**src/rtl/imm_gen_pipe_if.sv**
```systemverilog
// Handshake bundle between the immediate generator and its producer/consumer.
// slave: the generator side; master: the fetch/operand-select side.
interface imm_gen_pipe_if #(
    parameter int XLEN  = 32,
    parameter int DEPTH = 2
);
    localparam int CW = $clog2(DEPTH + 1);

    logic            iValid;
    logic            oReady;
    logic [31:0]     iInstrucao;
    logic            oValid;
    logic            iReady;
    logic [XLEN-1:0] oImm;
    logic [2:0]      oFmt;
    logic            oIllegal;
    logic [CW-1:0]   oCount;

    modport slave (
        input  iValid, iInstrucao, iReady,
        output oReady, oValid, oImm, oFmt, oIllegal, oCount
    );

    modport master (
        output iValid, iInstrucao, iReady,
        input  oReady, oValid, oImm, oFmt, oIllegal, oCount
    );
endinterface

```
**src/rtl/imm_gen_pipe.sv**
```systemverilog
// RV32I/RV64I immediate decoder feeding a small valid/ready output FIFO.
// Each entry carries the sign-extended immediate, its format code and an illegal flag.
module imm_gen_pipe #(
    parameter int XLEN       = 32,
    parameter int DEPTH      = 2,
    parameter bit ENABLE_CSR = 1'b1
) (
    input  logic          iCLK,
    input  logic          iRST,
    imm_gen_pipe_if.slave bus
);
    localparam int AW = (DEPTH > 1) ? $clog2(DEPTH) : 1;
    localparam int CW = $clog2(DEPTH + 1);
    localparam logic [CW-1:0] FULL_C = CW'(DEPTH);

    typedef enum logic [2:0] {
        FMT_NONE = 3'd0,
        FMT_I    = 3'd1,
        FMT_S    = 3'd2,
        FMT_B    = 3'd3,
        FMT_U    = 3'd4,
        FMT_J    = 3'd5,
        FMT_Z    = 3'd6
    } fmt_e;

    localparam logic [6:0] OPC_LOAD     = 7'b0000011;
    localparam logic [6:0] OPC_OP_IMM   = 7'b0010011;
    localparam logic [6:0] OPC_JALR     = 7'b1100111;
    localparam logic [6:0] OPC_OP_IMM32 = 7'b0011011;
    localparam logic [6:0] OPC_STORE    = 7'b0100011;
    localparam logic [6:0] OPC_BRANCH   = 7'b1100011;
    localparam logic [6:0] OPC_LUI      = 7'b0110111;
    localparam logic [6:0] OPC_AUIPC    = 7'b0010111;
    localparam logic [6:0] OPC_JAL      = 7'b1101111;
    localparam logic [6:0] OPC_SYSTEM   = 7'b1110011;
    localparam logic [6:0] OPC_OP       = 7'b0110011;
    localparam logic [6:0] OPC_OP32     = 7'b0111011;
    localparam logic [6:0] OPC_FENCE    = 7'b0001111;

    typedef struct packed {
        logic [XLEN-1:0] imm;
        fmt_e            fmt;
        logic            illegal;
    } entry_t;

    // Every immediate is first assembled as 32 bits, then widened from bit 31.
    function automatic logic [XLEN-1:0] sext32(input logic [31:0] v);
        logic [XLEN-1:0] r;
        r       = {XLEN{v[31]}};
        r[31:0] = v;
        return r;
    endfunction

    entry_t          dec_s;
    entry_t          head_s;
    entry_t          mem_q [DEPTH];
    logic [AW-1:0]   wr_ptr_q, wr_ptr_d;
    logic [AW-1:0]   rd_ptr_q, rd_ptr_d;
    logic [CW-1:0]   count_q, count_d;
    logic            push_s, pop_s, empty_s;
    logic [31:0]     ins_s;

    assign ins_s = bus.iInstrucao;

    // Instruction decode into a FIFO entry.
    always_comb begin
        dec_s.imm     = '0;
        dec_s.fmt     = FMT_NONE;
        dec_s.illegal = 1'b0;
        if (ins_s[1:0] != 2'b11) begin
            dec_s.illegal = 1'b1;
        end else begin
            case (ins_s[6:0])
                OPC_LOAD, OPC_OP_IMM, OPC_JALR: begin
                    dec_s.fmt = FMT_I;
                    dec_s.imm = sext32({{20{ins_s[31]}}, ins_s[31:20]});
                end
                OPC_OP_IMM32: begin
                    if (XLEN == 64) begin
                        dec_s.fmt = FMT_I;
                        dec_s.imm = sext32({{20{ins_s[31]}}, ins_s[31:20]});
                    end else begin
                        dec_s.illegal = 1'b1;
                    end
                end
                OPC_STORE: begin
                    dec_s.fmt = FMT_S;
                    dec_s.imm = sext32({{20{ins_s[31]}}, ins_s[31:25], ins_s[11:7]});
                end
                OPC_BRANCH: begin
                    dec_s.fmt = FMT_B;
                    dec_s.imm = sext32({{19{ins_s[31]}}, ins_s[31], ins_s[7],
                                        ins_s[30:25], ins_s[11:8], 1'b0});
                end
                OPC_LUI, OPC_AUIPC: begin
                    dec_s.fmt = FMT_U;
                    dec_s.imm = sext32({ins_s[31:12], 12'b0});
                end
                OPC_JAL: begin
                    dec_s.fmt = FMT_J;
                    dec_s.imm = sext32({{11{ins_s[31]}}, ins_s[31], ins_s[19:12],
                                        ins_s[20], ins_s[30:21], 1'b0});
                end
                OPC_SYSTEM: begin
                    if (ENABLE_CSR && ins_s[14]) begin
                        dec_s.fmt      = FMT_Z;
                        dec_s.imm[4:0] = ins_s[19:15];
                    end else begin
                        dec_s.fmt = FMT_NONE;
                    end
                end
                OPC_OP, OPC_FENCE: begin
                    dec_s.fmt = FMT_NONE;
                end
                OPC_OP32: begin
                    if (XLEN == 64) begin
                        dec_s.fmt = FMT_NONE;
                    end else begin
                        dec_s.illegal = 1'b1;
                    end
                end
                default: begin
                    dec_s.illegal = 1'b1;
                end
            endcase
        end
    end

    assign empty_s    = (count_q == '0);
    assign bus.oReady = ~iRST & (count_q != FULL_C);
    assign bus.oValid = ~empty_s;
    assign push_s     = bus.iValid & bus.oReady;
    assign pop_s      = ~empty_s & bus.iReady;

    // Head presentation; an empty FIFO drives all-zero payload.
    always_comb begin
        head_s = '0;
        if (!empty_s) begin
            head_s = mem_q[rd_ptr_q];
        end else begin
            head_s = '0;
        end
    end

    assign bus.oImm     = head_s.imm;
    assign bus.oFmt     = head_s.fmt;
    assign bus.oIllegal = head_s.illegal;
    assign bus.oCount   = count_q;

    // Pointer and occupancy next-state; pointers wrap naturally since DEPTH is a power of 2.
    always_comb begin
        wr_ptr_d = wr_ptr_q;
        rd_ptr_d = rd_ptr_q;
        count_d  = count_q;
        if (push_s) begin
            wr_ptr_d = wr_ptr_q + AW'(1);
        end else begin
            wr_ptr_d = wr_ptr_q;
        end
        if (pop_s) begin
            rd_ptr_d = rd_ptr_q + AW'(1);
        end else begin
            rd_ptr_d = rd_ptr_q;
        end
        case ({push_s, pop_s})
            2'b10:   count_d = count_q + CW'(1);
            2'b01:   count_d = count_q - CW'(1);
            default: count_d = count_q;
        endcase
    end

    // Control state register with synchronous reset.
    always_ff @(posedge iCLK) begin
        if (iRST) begin
            wr_ptr_q <= '0;
            rd_ptr_q <= '0;
            count_q  <= '0;
        end else begin
            wr_ptr_q <= wr_ptr_d;
            rd_ptr_q <= rd_ptr_d;
            count_q  <= count_d;
        end
    end

    // Entry storage; contents are only observable through a non-zero count.
    always_ff @(posedge iCLK) begin
        if (push_s) begin
            mem_q[wr_ptr_q] <= dec_s;
        end
    end
endmodule

```
**src/flat_wrapper.sv**
```systemverilog
// flat-port wrapper written by rule: the top's interface ports become plain ports
module imm_gen_pipe_flat 
#(
    parameter int XLEN       = 32,
    parameter int DEPTH      = 2,
    parameter bit ENABLE_CSR = 1'b1
)
  (iCLK, iRST, bus_iValid, bus_iInstrucao, bus_iReady, bus_oReady, bus_oValid, bus_oImm, bus_oFmt, bus_oIllegal, bus_oCount);
  imm_gen_pipe_if #(.XLEN(XLEN), .DEPTH(DEPTH)) bus_i ();
  input  logic iCLK;
  input  logic iRST;
  input wire logic [$bits(bus_i.iValid)-1:0] bus_iValid;
  input wire logic [$bits(bus_i.iInstrucao)-1:0] bus_iInstrucao;
  input wire logic [$bits(bus_i.iReady)-1:0] bus_iReady;
  output wire logic [$bits(bus_i.oReady)-1:0] bus_oReady;
  output wire logic [$bits(bus_i.oValid)-1:0] bus_oValid;
  output wire logic [$bits(bus_i.oImm)-1:0] bus_oImm;
  output wire logic [$bits(bus_i.oFmt)-1:0] bus_oFmt;
  output wire logic [$bits(bus_i.oIllegal)-1:0] bus_oIllegal;
  output wire logic [$bits(bus_i.oCount)-1:0] bus_oCount;
  assign bus_i.iValid = bus_iValid;
  assign bus_i.iInstrucao = bus_iInstrucao;
  assign bus_i.iReady = bus_iReady;
  assign bus_oReady = bus_i.oReady;
  assign bus_oValid = bus_i.oValid;
  assign bus_oImm = bus_i.oImm;
  assign bus_oFmt = bus_i.oFmt;
  assign bus_oIllegal = bus_i.oIllegal;
  assign bus_oCount = bus_i.oCount;
  imm_gen_pipe #(.XLEN(XLEN), .DEPTH(DEPTH), .ENABLE_CSR(ENABLE_CSR)) u_core (.iCLK(iCLK), .iRST(iRST), .bus(bus_i));
endmodule
```
**config.mk**
```make
export PLATFORM = sky130hd
export DESIGN_NAME = imm_gen_pipe_flat
export DESIGN_NICKNAME = d
export VERILOG_FILES = /design/src/rtl/imm_gen_pipe_if.sv /design/src/rtl/imm_gen_pipe.sv /design/src/flat_wrapper.sv
export SDC_FILE = /design/constraint.sdc
export NUM_CORES = 1
export LEC_CHECK = 0
export CAP_MARGIN = 5
export CORE_AREA = 2 2 90 92
export CTS_BUF_LIST = sky130_fd_sc_hd__clkbuf_2 sky130_fd_sc_hd__clkbuf_4 sky130_fd_sc_hd__clkbuf_8
export DETAILED_ROUTE_END_ITERATION = 6
export DIE_AREA = 0 0 92 94
export HOLD_SLACK_MARGIN = 0.1
export MAX_ROUTING_LAYER = met4
export PLACE_DENSITY = 0.77
export SYNTH_ARGS = -nofsm -noshare
export SYNTH_HDL_FRONTEND = slang
export SYNTH_SLANG_ARGS = --single-unit
```
**constraint.sdc**
```tcl
create_clock -name iCLK -period 2.8 [get_ports iCLK]
set_input_delay 0.42 -clock iCLK [delete_from_list [all_inputs] [get_ports iCLK]]
set_output_delay 0.42 -clock iCLK [all_outputs]
set_load 0.005 [all_outputs]
```
# [After elaboration in Yosys (flattened, before gate mapping)]
# Memory sizes are Yosys's and may differ from the RTL's. A register that Yosys moved wholly into a read port is not among the register bits.
# Index checks and enable logic that the tools add are counted.
[op_classes] mux=14 add_sub_neg=4 n_eq_ne=15 n_reduce_logical=6 bitwise=5
[ops] operator="one-hot mux 27 bit (4 select lines)" count=1
[ops] operator="2-to-1 mux 36 bit" count=1
[ops] operator="2-to-1 mux 35 bit" count=1
[ops] operator="equality test 7 bit (second input constant)" count=4
[ops] operator="one-hot mux 5 bit (5 select lines)" count=1
[ops] operator="equality test 7 x 6 -> 1 bit (second input constant)" count=3
[ops] operator="one-hot mux 3 bit (6 select lines)" count=1
[ops] operator="equality test 7 x 5 -> 1 bit (second input constant)" count=2
[ops] operator="OR reduction 11 bit" count=1
[ops] operator="equality test 7 x 2 -> 1 bit (second input constant)" count=1
[ops] operator="equality test 7 x 4 -> 1 bit (second input constant)" count=1
[ops] operator="2-to-1 mux 1 bit" count=6
[ops] operator="2-to-1 mux 5 bit" count=1
[ops] operator="inequality test 2 bit (second input constant)" count=2
[ops] operator="one-hot mux 2 bit (2 select lines)" count=1
[ops] operator="OR reduction 4 bit" count=1
[ops] operator="bitwise AND 1 bit" count=3
[ops] operator="2-to-1 mux 3 bit" count=1
[ops] operator="OR reduction 3 bit" count=1
[ops] operator="adder 1 bit (second input constant)" count=2
[ops] operator="adder 2 x 1 -> 2 bit (second input constant)" count=1
[ops] operator="equality test 2 x 1 -> 1 bit (second input constant)" count=1
[ops] operator="equality test 2 bit (second input constant)" count=1
[ops] operator="zero test 2 bit" count=1
[ops] operator="4 further kinds" count=5
[totals] n_memories=1 ram_bits=72 register_bits=4 wordCells=48
[mem_list] memory="u_core.mem_q" words=2 width=36 rd=1 rd_clocked_by_memory_dff=1 wr=1 line="imm_gen_pipe.sv:56" rtl="entry_t mem_q [DEPTH];"

# [Logic depth before layout (Yosys ltp)]
# Gate-level depths: netlist of run 1.
[logic_depth] ltp_word=5 mapped_depth=7

# [Worst setup path before layout of run 1]
# No wires, ideal clock.
[synth_timing] kind="flip-flop to flip-flop" startpoint="register u_core.count_q[0], in the netlist u_core.bus.oCount[0]" endpoint="memory u_core.mem_q[0][0] in the netlist's numbering, enable pin" period_less_slack_ns=2.790 t_required_ns=2.371 n_path_buf=0 slack_ns=0.010 path_stages_with_launch=4 arrival_ns=2.361 cell_sequence="dfxtp_1 inv_2 a211o_1 nor2_1"
[synth_between] elab_chain_len=5
[synth_rtl] item="from (decl)" line="imm_gen_pipe.sv:59" rtl="logic [CW-1:0] count_q, count_d;"
[synth_rtl] item="from (signal assigned)" line="imm_gen_pipe.sv:181" rtl="count_q <= count_d;"
[synth_rtl] item="inequality test 2 bit" line="imm_gen_pipe.sv:130" rtl="assign bus.oReady = ~iRST & (count_q != FULL_C);"
[synth_rtl] item="bitwise AND 1 bit" line="imm_gen_pipe.sv:130"
[synth_rtl] item="bitwise AND 1 bit" line="imm_gen_pipe.sv:132" rtl="assign push_s = bus.iValid & bus.oReady;"
[synth_rtl] item="2-to-1 mux 1 bit" line="imm_gen_pipe.sv:187" rtl="if (push_s) begin"
[synth_rtl] item="2-to-1 mux 1 bit (not written as such)" line="imm_gen_pipe.sv:188" rtl="mem_q[wr_ptr_q] <= dec_s;"
[synth_rtl] item="to (decl)" line="imm_gen_pipe.sv:56"
# No other way between the ends.

==> results.md, run 1 <==
- Worst-skew pair later-pin latency: 0.34 ns
- GR Util All Layers: 0.1817
- Crit path to: bus_oImm[20]
- Dpl cells: 442
- Post-Syn Instances: 271
- Placement Rows: 32
- Drt initial violations: 212
- Fin crit period: 2.420 ns
- Post-layout util: 0.6071
- Vias/cell: 5.155
- Syn Nets: 308
- Largest net degree at the start of global routing: 37
- Area of the mapped netlist: 0.003541 mm²
- Yosys Warn Count: 0
- Largest fanout on the critical path: 12
- Reg-to-Reg Start: u_core.bus.oCount[0]
- Drc violations: 0
- Distinct cell type count after synthesis: 49
- WS Path Type: flop to output pin
- Reg2reg end: u_core.bus.oCount[1]
- RD Place Congestion: 0.8976
- Sink Count: 77
- Pwr/cell area: 693.8 mW/mm²
- Root Buffer: clkbuf_8
- DIE WIDTH: 92 µm
- PortBufs: 75
- Total gr overflow: 0
- DR WL/cell: 15.97 µm
- Nets: 388
- Initial antenna violation count: 0
- DP HPWL: 5236 µm
- Fin. Hold Viols: 0
- # H-tree levels: 3
- Vias in the first global route: 2,348
- Slowest CP cell: dfxtp_2
- Overall Power: 3.204 mW
- Die area: 0.008648 mm²
- Final worst slack: 0.3799 ns
- Req. time, crit path: 2.38 ns
- CP Launch Type: flop
- Die Y: 94 µm
- Setup_tns: 0 ns
- Worst slack at placement: 0.3234 ns
- Max clock buf depth: 2
- Core area: 0.007607 mm²
- Reg2reg setup slack: 0.95 ns
- Routed Wire Length: 7313 µm
- Cells on worst reg2reg path: 5
- CTS buffer count: 9
- Vias: 2,361
- Flops & latches, synth: 77
- I/O pins: 76
- Post-cts resize count: 0
- Area growth syn-to-layout: 30.42%
- Most frequent cells in the layout: clkdlybuf4s50_1 (75), edfxtp_1 (72), nor2_1 (43)
- Clk slew on worst S/H paths: 0.07 ns
- CP Cell Sequence: buf_4 > mux2i_1 > nor2_1 > clkdlybuf4s50_1
- Fmax: 413.2 MHz
- Leading cell type in the layout, fill and taps excluded: clkdlybuf4s50_1
- Peak VDD IR: 0.2580 mV
- Final period util: 0.8643
- Measured slew at the worst slew-check pin: 0.7968 ns
- Pleak: 1.699 nW
- Relative slew slack: 0.4669
- Final setup viols: 0
- ANT nets after route: 0
- Status: completed
- CTS Hold Buffers Added: 0
- Non-filler cells, final: 458
- Max-cap violations: 0
- Worst clock skew: 0.007361 ns
- Fillcell total: 606
- CTS tree: done
- Largest stage delay, worst path: 0.59 ns
- Syn Area/Cell: 13.07 µm²
- Worst Setup End Kind: output pin
- Max Slew Vio Count: 0
- Post-CTS Setup Inserts: 0
- RSZ-0062 raised after global routing: false
- DR pass1 iterations: 4
- Register area share after synthesis: 0.6389
- Hold Path Class: flop to flop
- WP data arrival: 2.00 ns
- Layout cell share with drive strength beyond 1: 0.1039
- Initial core utilization: 0.4655
- Ant. Diodes: 0
- First-pass GRT wire length: 11,460 µm
## worst min-delay path by stage
| stage | slack, ns | startpoint | to | cells after the start |
|---|---|---|---|---|
| floorplan | 0.48 | u_core.rd_ptr_q | flop | 2 |
| global placement | 0.49 | u_core.rd_ptr_q | u_core.rd_ptr_q | 2 |
| detailed placement | 0.50 | u_core.rd_ptr_q | u_core.rd_ptr_q | 2 |
| CTS | 0.52 | u_core.rd_ptr_q | u_core.rd_ptr_q | 2 |
| global route | 0.56 | u_core.rd_ptr_q | flop | 2 |
| finish | 0.52 | u_core.rd_ptr_q | u_core.rd_ptr_q | 2 |
## routing by layer
metal / part of all wire / global-route usage / wire, µm / vias up
met5: 0 / - / 0 / -
met4: 0.024 / 0.08706 / 178 / 0
met3: 0.034 / 0.02809 / 248 / 14
met2: 0.52 / 0.3162 / 3819 / 56
met1: 0.42 / 0.2073 / 3067 / 1129
li1: - / - / - / 1162
## stage by stage
step | area (µm²) | hold WS [ns]
2_1_floorplan | 3541 | 0.4811
3_3_place_gp | 4457 | 0.4947
3_5_place_dp | 4457 | 0.5015
4_1_cts | 4618 | 0.5224
5_1_grt | 4618 | 0.5646
6_report | 4618 | 0.5150
## area by class of cell
class	instances	area [µm²]	share of cell area
Tap cell	102	127.6	0.02763
Clock buffer	10	131.4	0.02845
Inverter	6	22.52	0.004877
Clock inverter	6	30.03	0.006502
Sequential cell	77	2263	0.4901
Timing Repair Buffer	83	848.3	0.1837
Multi-Input combinational cell	174	1195	0.2587
## synthesized netlist by cell type (all sizes together)
library cell  instances  area [µm²]
inv                   6       22.52
or2                   2       12.51
nand4b                1       8.760
a22oi                 4       30.03
ha                    1       12.51
nor4                  1       12.51
dfxtp                 5       100.1
nand2b                1       6.260
nor3                  4       36.29
or3                   1       6.260
and3b                 1       10.01
nand2                15       58.81
buf                  10       61.30
o32ai                 1       8.760
and3                  1       6.260
and2                  8       50.05
o21ai                 2       10.00
and4b                 2       20.02
nor3b                 2       20.02
clkbuf                4       15.01
o2111ai               1       8.760
or4                   1       11.26
a211o                 1       8.760
a31o                  1       8.760
a32oi                 1       8.760
a31oi                 2       12.51
o211ai                1       7.510
xor2                  1       8.760
nand3                 2       10.01
o21bai                1       7.510
a21o                 19       142.6
nor2b                 1       6.260
nor2                 47       181.4
a21oi                 8       55.06
edfxtp               72        2162
mux2i                36       360.4
xnor2                 3       26.28
nand4                 1       6.260
## report_power, final
part           switching, mW  internal [mW]
sequential            0.0711           1.35
clock                  0.369          0.319
combinational          0.478          0.616
## logic make-up (layout without fill, tap and decap cells)
family,Yosys count,count (layout),synth area share
buf+inv,20,105,0.02791
mux,36,36,0.1018
flops,77,77,0.6389
compound gates,42,42,0.08728
simple gates,91,91,0.1307
fa+ha+maj,1,1,0.003533
xor+xnor,4,4,0.009896
## registers in the layout, summed over array words and instances (netlist names), named ones only
register,count
u_core.rd_ptr_q,1
u_core.mem_q,72
u_core.wr_ptr_q,1
u_core.bus.oCount,2
## worst max-delay path, delay by kind of cell (launching register included)
| kind | cells | cell delay [ns] |
|---|---|---|
| buffers and inverters | 2 | 0.81 |
| and+or+nand+nor | 1 | 0.17 |
| muxes | 1 | 0.09 |
| DFF | 1 | 0.59 |
No activity file was read; power rests on OpenSTA's default activity.
==> run 2: changes to the inputs <==
--- a/config.mk
+++ b/config.mk
@@ -6,13 +6,14 @@
 export NUM_CORES = 1
 export LEC_CHECK = 0
 export CAP_MARGIN = 5
-export CORE_AREA = 2 2 90 92
+export CORE_AREA = 2 2 85 87
 export CTS_BUF_LIST = sky130_fd_sc_hd__clkbuf_2 sky130_fd_sc_hd__clkbuf_4 sky130_fd_sc_hd__clkbuf_8
+export CTS_CLUSTER_DIAMETER = 60
 export DETAILED_ROUTE_END_ITERATION = 6
-export DIE_AREA = 0 0 92 94
+export DIE_AREA = 0 0 87 89
 export HOLD_SLACK_MARGIN = 0.1
 export MAX_ROUTING_LAYER = met4
-export PLACE_DENSITY = 0.77
+export PLACE_DENSITY = 0.82
 export SYNTH_ARGS = -nofsm -noshare
 export SYNTH_HDL_FRONTEND = slang
 export SYNTH_SLANG_ARGS = --single-unit
==> constraint.sdc (replaced) <==
create_clock -name iCLK -period 2.4 [get_ports iCLK]
set_input_delay 0.36 -clock iCLK [delete_from_list [all_inputs] [get_ports iCLK]]
set_output_delay 0.36 -clock iCLK [all_outputs]
set_load 0.005 [all_outputs]
==> run 2 against run 1 <==
Design area increased by 0.11%; first-iteration DRC count increased by 29%; clock power increased by 20%; die area decreased by 10%; global-route usage increased by 3.1 points; routed wire length increased by 3.7%; clock skew decreased by 0.0014 ns; largest cell class unchanged; register-to-register slack got worse by 0.40 ns; clock-buffer cell count decreased by 1; setup slack got worse by 0.13 ns; hold slack improved by 0.020 ns.
==> results.md, run 2 (synthesized netlist as in run 1, its figures left out) <==
- DIE WIDTH: 87 µm (-5.4%)
- GR Util All Layers: 0.2130 (+0.03134)
- Max-cap violations: 0 (unchanged)
- Reg2reg setup slack: 0.55 ns (-0.40 ns)
- Req. time, crit path: 2.04 ns (-0.34 ns)
- Final period util: 0.8962
- Drt initial violations: 273 (+29%)
- Root Buffer: clkbuf_8
- Final worst slack: 0.2492 ns (-0.1307 ns)
- Biggest register: u_core.mem_q
- Fmax: 464.9 MHz
- Nets: 390 (+0.52%)
- Vias/cell: 5.571 (+8.1%)
- Pleak: 1.719 nW (+1.2%)
- WS Path Type: flop to output pin
- Setup_tns: 0 ns (unchanged)
- Leading cell type in the layout, fill and taps excluded: clkdlybuf4s50_1
- CP Launch Type: flop
- Hold Path Class: flop to flop
- CTS buffer count: 9 (unchanged)
- Initial antenna violation count: 0 (unchanged)
- Relative slew slack: 0.4844 (+0.01759)
- Vias in the first global route: 2,400 (+2.2%)
- DP HPWL: 5297 µm (+1.2%)
- Total gr overflow: 0 (unchanged)
- WP data arrival: 1.79 ns (-0.21 ns)
- Fin. Hold Viols: 0 (unchanged)
- Ant. Diodes: 0 (unchanged)
- Sink Count: 77 (unchanged)
- Die Y: 89 µm (-5.3%)
- Initial core utilization: 0.5270 (+0.06154)
- Largest fanout on the critical path: 36 (+24)
- Placement Rows: 30 (-6.3%)
- CTS tree: done
- Measured slew at the worst slew-check pin: 0.7705 ns (-0.02629 ns)
- Max Slew Vio Count: 0 (unchanged)
- CTS Hold Buffers Added: 0 (unchanged)
- First-pass GRT wire length: 11,850 µm (+3.4%)
- # H-tree levels: 3 (unchanged)
- Peak VDD IR: 0.3500 mV (+36%)
- Most frequent cells in the layout: clkdlybuf4s50_1 (75), edfxtp_1 (72), nor2_1 (43)
- Fillcell total: 489 (-19%)
- RD Place Congestion: 0.9078 (+1.1%)
- Status: completed
- I/O pins: 76 (unchanged)
- Final setup viols: 0 (unchanged)
- DR pass1 iterations: 4 (unchanged)
- Post-cts resize count: 0 (unchanged)
- Worst clock skew: 0.005915 ns (-0.001446 ns)
- Layout cell share with drive strength beyond 1: 0.1201 (+0.01618)
- ANT nets after route: 0 (unchanged)
- DR WL/cell: 17.31 µm (+8.4%)
- Largest net degree at the start of global routing: 38 (+2.7%)
- Drc violations: 0 (unchanged)
- Vias: 2,440 (+3.3%)
- RSZ-0062 raised after global routing: false
- Worst Setup End Kind: output pin
- Post-CTS Setup Inserts: 0 (unchanged)
- Fin crit period: 2.151 ns
- Pwr/cell area: 818.1 mW/mm² (+18%)
- Max FFs per register: 72 (unchanged)
- PortBufs: 75 (unchanged)
- Max clock buf depth: 2 (unchanged)
- Routed Wire Length: 7580 µm (+3.7%)
- Die area: 0.007743 mm² (-10%)
- Core area: 0.006719 mm² (-12%)
- Clk slew on worst S/H paths: 0.07 ns (about the same)
- Worst slack at placement: 0.07811 ns (-0.2453 ns)
- Worst-skew pair later-pin latency: 0.34 ns (about the same)
- Area growth syn-to-layout: 30.57%
[run 2: changes by cell type in the layout (fill, tap and decap cells not counted), sizes merged]
| cell | change |
|---|---|
| buf | +2 |
| clkinvlp | +1 |
| clkbuf | -1 |
[run 2: path summary, 6_finish.rpt]
check | to | depth (start not counted) | startpoint
max | bus_oImm[20] | 4 | flop
min | u_core.rd_ptr_q | 2 | u_core.rd_ptr_q
max reg2reg | u_core.bus.oCount[1] | 7 | u_core.bus.oCount[0]
min reg2reg | u_core.rd_ptr_q | 2 | u_core.rd_ptr_q
[run 2: routing by layer]
metal / global-route usage / up-vias / share of wire
met5: - / - / 0
met4: 0.07102 / 0 / 0.013
met3: 0.03601 / 10 / 0.048
met2: 0.3692 / 82 / 0.53
met1: 0.2538 / 1187 / 0.41
li1: - / 1161 / -
[run 2: final cells by class]
class	count	area (µm²)	share of cell area
clock buffer	9	123.9	0.02679
clock inverter	7	42.54	0.009202
inverter	6	22.52	0.004871
multi-input combinational	174	1195	0.2585
sequential	77	2263	0.4896
tap	80	100.1	0.02165
timing repair buffer	85	875.8	0.1894
[run 2: critical path: stages (launching register included)]
cell and delay [ns]:
dfxtp_2 0.34, buf_12 0.26, mux2i_1 0.14, nor2_1 0.17
clkdlybuf4s50_1 0.53
[run 2: where the power goes]
part           switching (mW)  total [mW]  internal (mW)
registers              0.0490        1.62           1.58
clock network           0.457       0.824          0.367
logic                   0.602        1.33          0.731
[run 2: through the flow]
step                area (µm²)  total power, mW    util  cells  hold WS [ns]
CTS                       4623            3.816  0.6881    438        0.5392
global route              4623            3.969  0.6881    438        0.5741
finish                    4623            3.782  0.6881    438        0.5353
floorplan                 3541            2.285       -    271        0.4291
global placement          4457            2.986  0.6633    422        0.4970
detailed placement        4457            3.001  0.6633    422        0.5167
